$ cat src/rtl/multi_cycle_counter.sv
// Multi-channel cycle counter with per-channel clear, wrap/saturate and sticky overflow.
// Single-outstanding read port; optional threshold alarm under CYCCNT_THRESH_EN.
module multi_cycle_counter #(
  parameter int CHANNELS = 4,
  parameter int WIDTH    = 16,
  parameter int SATURATE = 0,
  parameter int IDX_W    = 4
) (
  input  logic                clk,
  input  logic                rst,
  input  logic [CHANNELS-1:0] cycle_tick,
  input  logic [CHANNELS-1:0] clr,
  output logic [CHANNELS-1:0] ovf,
  input  logic                rd_req,
  input  logic [IDX_W-1:0]    rd_idx,
  output logic                rd_valid,
  input  logic                rd_ready,
  output logic [WIDTH-1:0]    rd_data,
  output logic                rd_err
`ifdef CYCCNT_THRESH_EN
  ,
  input  logic [WIDTH-1:0]    thresh,
  output logic [CHANNELS-1:0] alarm
`endif
);

  localparam logic [WIDTH-1:0] CNT_MAX = '1;

  typedef enum logic {
    IDLE,
    RESP
  } state_t;

  logic [WIDTH-1:0]    cnt_q [CHANNELS];
  logic [WIDTH-1:0]    cnt_d [CHANNELS];
  logic [CHANNELS-1:0] ovf_q;
  logic [CHANNELS-1:0] ovf_d;

  state_t              state_q;
  state_t              state_d;
  logic                rd_valid_q;
  logic                rd_valid_d;
  logic [WIDTH-1:0]    rd_data_q;
  logic [WIDTH-1:0]    rd_data_d;
  logic                rd_err_q;
  logic                rd_err_d;

  logic [WIDTH-1:0]    sel_data;
  logic                sel_err;

  // Per-channel next count: clear beats tick, all-ones wraps or holds.
  always_comb begin
    for (int i = 0; i < CHANNELS; i++) begin
      cnt_d[i] = cnt_q[i];
      ovf_d[i] = ovf_q[i];
      if (clr[i]) begin
        cnt_d[i] = '0;
        ovf_d[i] = 1'b0;
      end else if (cycle_tick[i]) begin
        if (cnt_q[i] == CNT_MAX) begin
          ovf_d[i] = 1'b1;
          if (SATURATE != 0) begin
            cnt_d[i] = cnt_q[i];
          end else begin
            cnt_d[i] = '0;
          end
        end else begin
          cnt_d[i] = cnt_q[i] + 1'b1;
        end
      end
    end
  end

  // Count and overflow registers.
  always_ff @(posedge clk or posedge rst) begin
    if (rst) begin
      for (int i = 0; i < CHANNELS; i++) begin
        cnt_q[i] <= '0;
      end
      ovf_q <= '0;
    end else begin
      cnt_q <= cnt_d;
      ovf_q <= ovf_d;
    end
  end

  // Read mux over the registered counts; out-of-range index reads as zero.
  always_comb begin
    sel_data = '0;
    sel_err  = !(int'(rd_idx) < CHANNELS);
    for (int i = 0; i < CHANNELS; i++) begin
      if (int'(rd_idx) == i) begin
        sel_data = cnt_q[i];
      end
    end
  end

  // Read FSM next state: snapshot on accept, freeze until consumed.
  always_comb begin
    state_d    = state_q;
    rd_valid_d = rd_valid_q;
    rd_data_d  = rd_data_q;
    rd_err_d   = rd_err_q;
    unique case (state_q)
      IDLE: begin
        if (rd_req) begin
          state_d    = RESP;
          rd_valid_d = 1'b1;
          rd_data_d  = sel_data;
          rd_err_d   = sel_err;
        end
      end
      RESP: begin
        if (rd_ready) begin
          state_d    = IDLE;
          rd_valid_d = 1'b0;
        end
      end
      default: begin
        state_d    = IDLE;
        rd_valid_d = 1'b0;
      end
    endcase
  end

  // Read FSM state and registered response outputs.
  always_ff @(posedge clk or posedge rst) begin
    if (rst) begin
      state_q    <= IDLE;
      rd_valid_q <= 1'b0;
      rd_data_q  <= '0;
      rd_err_q   <= 1'b0;
    end else begin
      state_q    <= state_d;
      rd_valid_q <= rd_valid_d;
      rd_data_q  <= rd_data_d;
      rd_err_q   <= rd_err_d;
    end
  end

  assign ovf      = ovf_q;
  assign rd_valid = rd_valid_q;
  assign rd_data  = rd_data_q;
  assign rd_err   = rd_err_q;

`ifdef CYCCNT_THRESH_EN
  logic [CHANNELS-1:0] alarm_q;
  logic [CHANNELS-1:0] alarm_d;

  // Alarm trails the count by one cycle; a clear drops it at once.
  always_comb begin
    for (int i = 0; i < CHANNELS; i++) begin
      alarm_d[i] = !clr[i] && (thresh != '0) && (cnt_q[i] >= thresh);
    end
  end

  // Alarm register.
  always_ff @(posedge clk or posedge rst) begin
    if (rst) begin
      alarm_q <= '0;
    end else begin
      alarm_q <= alarm_d;
    end
  end

  assign alarm = alarm_q;
`endif

endmodule

$ cat config.mk
export PLATFORM = sky130hd
export DESIGN_NAME = multi_cycle_counter
export DESIGN_NICKNAME = d
export VERILOG_FILES = /design/src/rtl/multi_cycle_counter.sv
export SDC_FILE = /design/constraint.sdc
export NUM_CORES = 1
export LEC_CHECK = 0
export ABC_AREA = 1
export BUFFER_PORTS_ARGS = -buffer_cell sky130_fd_sc_hd__buf_2
export CAP_MARGIN = 5
export CORE_MARGIN = 5
export CORE_UTILIZATION = 60
export CTS_BUF_LIST = sky130_fd_sc_hd__clkbuf_2
export CTS_CLUSTER_SIZE = 40
export DETAILED_ROUTE_END_ITERATION = 6
export GPL_ROUTABILITY_DRIVEN = 1
export GPL_TIMING_DRIVEN = 0
export PLACE_DENSITY = 0.8
export SETUP_SLACK_MARGIN = 0.3
export SLEW_MARGIN = 15
export SYNTH_ARGS = -nofsm -noshare
export SYNTH_HDL_FRONTEND = slang
export SYNTH_SLANG_ARGS = --single-unit
$ cat constraint.sdc
create_clock -name clk -period 4.5 [get_ports clk]
set_input_delay 1.35 -clock clk [delete_from_list [all_inputs] [get_ports clk]]
set_output_delay 1.35 -clock clk [all_outputs]
set_load 0.005 [all_outputs]
Word level (Yosys, flattened, before mapping). Cells that the tools add are included.

Flip-flop bits (word level): 87. Latch bits: 0. Memory bits (writable): 0. Bits in read-only memories: 0. Input bits: 16. Output and inout bits: 22. Word-level logic and storage cells: 77. Memories kept: 0.

Add/subtract/negate cells: 4. $mul: 0. Divide/modulo/power cells: 0. $lt $le $gt $ge: 1. Equal/unequal tests: 9. Shift operators: 0. Multiplexer cells: 34. Bitwise gates (word level): 1. Reduce and logical (&&, ||, !) cells: 16.

Operator list (count): $mux 16 (16); $add 16x1->16 const B (4); $eq 16x16->1 const B (4); $mux 1 (16); $reduce_bool 2->1 (8); $reduce_and 2->1 (6); $eq 4x3->1 const B (2); $eq 4x2->1 const B (1); $logic_not 4->1 (1); $lt 4x3->1 const B (1); $ne 2x2->1 const B (2); $pmux 1 s2 (2); $logic_not 1->1 (1); $not 1->1 (1).

Depth between registers and ports, before layout.
Depth after elaboration: 5. Gate-level depth with buffers: 9. Mapped depth without buffers: 9.

Worst setup path after synthesis. OpenSTA, ideal clock, no wires.

Path kind: input port to flip-flop. Start point: input port rd_idx[3]. End point: register rd_data_q[5], in the netlist rd_data[5]. Library setup time: 71 ps. Arrival time: 2129 ps. Required time: 4429 ps. Slack: 2300 ps. Stages on the path: 6. Buffers on the path: 1. Cell sequence: nor2_4 -> nand3_1 -> buf_2 -> o22ai_1 -> nor2_1 -> nor2_1.

Longest elaborated chain between the ends: 5. Elaborated cells between the ends (all ways): 8. Those cells by class: 3 x eq/ne; 4 x mux; 1 x reduce/logical.

RTL lines: start: declaration (RTL line 15) `input logic [IDX_W-1:0] rd_idx,`; $logic_not 4->1 (RTL line 92) `if (int'(rd_idx) == i) begin`; $mux 16 (3 in series) (RTL line 92); $mux 16 * (RTL line 92); end signal: assignment (RTL line 136) `rd_data_q <= rd_data_d;`; end: declaration (RTL line 43) `logic [WIDTH-1:0] rd_data_q;`.

Mark *: on every way between the ends. The rest lies on a longest branch, timed or not. A chain may end at the register's enable or synchronous reset.

Final worst setup path.
Start point: register rd_data_q[2], in the netlist rd_data[2]. End point: output port rd_data[2].

RTL lines: end: declaration (RTL line 18) `output logic [WIDTH-1:0] rd_data,`.

No word-level cell between the ends.

==> metrics.cfg <==
[sta]
finalHoldViolations = 0
slew_headroom_pct = 55.4
clock_skew_ns = 0.0161
final.min_clock_period_ns = 2.48
fmaxAchievable_mhz = 403
setup_viol_count_final = 0
rsz0062_at_grt = false
worst_slew_pin_slew_ns = 0.670
final-max-slew-violation-count = 0
fin_hold_ws_ns = 0.478
period_share_pct = 55.1

[power]
combPwrFrac_pct = 13.8
ir_drop_uv = 187
p_leak_nw = 2.30
p_total_mw = 1.44
p_clk_share_pct = 26.6
p_sw_share_pct = 28.6
p_sw_uw = 412
internal_power_mw = 1.03
seqPwrFrac_pct = 59.6
powerDensity_nw_per_um2 = 274

[cts]
cts-resized-gates = 0
cts_tree = yes
cts_buffer_depth = 2
cts_hold_buf = 0
cts_buffers = 9
cts_max_level = 3
cts_sinks = 87
path_clk_slew_ns = 0.22
cts-root-buf = clkbuf_2
cts_setup_buffers = 0
clock_latency_ns = 0.54

[die]
start_util_pct = 61.9
core_area_um2 = 7770
ios = 38
die_area_um2 = 9900
rows = 32
die_w_um = 99.5
fp.dieH_um = 99.5

[global_route]
grt_pass1_vias = 4146
grt_pass1_wl_mm = 19.9
track_usage_pct = 25.0
grt-ovfl-total = 0
grt_max_degree = 46
antenna_found_initial = 0

[synth]
avgSynthCellArea_um2 = 7.39
postSynthRegisterBits = 87
ys_top_cells_by_area = dfrtp_1, nor2_1, nand2_1
syn_inst = 651
synth.cell_area_um2 = 4810
yosys.area.top_type_share_pct = 45.3
synth_top_area_cell = dfrtp_1
synth.net_count = 671
synth_cell_types = 30
yosysSeqAreaShare_pct = 45.3
yosysWarnings = 0

[cells_and_area]
drive_gt1_share_pct = 11.9
finalInstanceArea_um2 = 5250
layout_common_cells = nor2_1, nand2_1, dfrtp_1, inv_1
nets = 720
area_growth_pct = 9.24
diodes = 0
final_common_cell = nor2_1

[setup_path]
r2r_slack_ns = 2.84
max_stage_delay_ns = 0.46
cp.depth = 1
required_ns = 3.15
startpoint = rd_data[2]
worst_r2r_startpoint = cnt_q[17]
worstSetupStartpointType = flop
rr_worst_depth = 8
crit_path_end = rd_data[2]
crit_arrival_ns = 1.13
critPathTopFamily = flip-flops
cp_cell_sequence = buf_2
crit_path_max_fanout = 2
critPathSlowestCell = dfrtp_1
r2r_end = cnt_q[24]
critical_path_class = reg -> out
crit_buf_inv = 1
end_kind = output pin

[detailed_routing]
firstDrtPassIters = 5
drc = 0
drtAntennaViolNets = 0
route.final.wire_length_mm = 11.4
drt-wirelength-per-cell_um = 14.2
vias = 4418
drt_iter0_drc = 316
viasPerCell = 5.47

[placed_design]
dp_hpwl_mm = 8.92
place.gp.congestion = 0.900
placed_cell_area_um2 = 5150
portBuffers = 37

[job]
maxCapViolations = 0

[status]
status = completed

[min_path]
hold_class = reg -> reg

==> worst min path at each step <==
stage | from | endpoint | slack (ns) | depth (start not counted)
floorplan | state_q | rd_valid | 0.42 | 1
global placement | state_q | rd_valid | 0.43 | 1
detailed placement | state_q | rd_valid | 0.46 | 1
CTS | state_q | rd_valid | 0.48 | 1
global route | state_q | rd_valid | 0.53 | 1
finish | state_q | rd_valid | 0.48 | 1
==> worst register-to-register path, delay by kind of cell, from the launching register on <==
kind	cells	cell delay [ns]
and+or+nand+nor	7	0.94
adders and majority gates	1	0.18
DFF	1	0.45
==> cell families after synthesis <==
| kind of cell | after synthesis | synth area share, % |
|---|---|---|
| and+or+nand+nor | 380 | 34.6 |
| DFF | 87 | 45.3 |
| buffers and inverters | 85 | 6.77 |
| AOI/OAI and AO/OA | 75 | 8.64 |
| xor gates and xnor gates | 20 | 3.64 |
| adders and majority gates | 4 | 1.04 |
==> cells in the mapped netlist (all sizes together) <==
master and number:
nor3 22, o22a 1, o21bai 3, o21ai 46
a21oi 11, o211ai 3, nor3b 1, or2 1
ha 4, nand4 17, nand3 45, buf 3
dfrtp 87, clkbuf 2, xnor2 3, inv 80
xor2 17, nor2 161, nand2 133, o22ai 11
==> stage by stage <==
| step | TNS (ns) | setup slack, ns | utilization, % | instances |
|---|---|---|---|---|
| 2_1_floorplan | 0 | 0.900 | - | 651 |
| 3_3_place_gp | -7.44 | -0.0916 | 65.9 | 790 |
| 3_5_place_dp | 0 | 1.83 | 66.3 | 791 |
| 4_1_cts | 0 | 2.01 | 67.6 | 807 |
| 5_1_grt | 0 | 1.95 | 67.6 | 807 |
| 6_report | 0 | 2.02 | 67.6 | 807 |
==> routing by layer <==
layer / wire (um) / global-route usage, % / vias up
met5: 0 / 0 / -
met4: 247 / 8.82 / 0
met3: 780 / 4.49 / 18
met2: 5130 / 38.0 / 148
met1: 5270 / 36.1 / 2055
li1: - / - / 2197
==> state kept, by name, summed over array words and instances (netlist names) <==
signal,count
cnt_q,64
ovf,4
rd_data,16
rd_err,1
rd_valid,1
state_q,1
==> power groups by stage <==
stage | Sequential, mW | Combinational, mW | Clock, mW
6_report | 0.859 | 0.199 | 0.383
5_1_grt | 0.868 | 0.227 | 0.432
4_1_cts | 0.859 | 0.203 | 0.391
3_5_place_dp | 0.873 | 0.202 | 0
3_3_place_gp | 0.871 | 0.192 | 0
2_1_floorplan | 0.873 | 0.108 | 0
==> area by class of cell <==
class                   instances  area (um2)
well taps                     102         128
multi-input cells             479        2310
inverters                      80         305
fillers                       701        2510
repair buffers                 38         213
clock inverters                 6        51.3
plain buffers                   5        22.5
flip-flops and latches         87        2180
clock buffers                  10        50.0
Power figures use the tool's default switching activity.
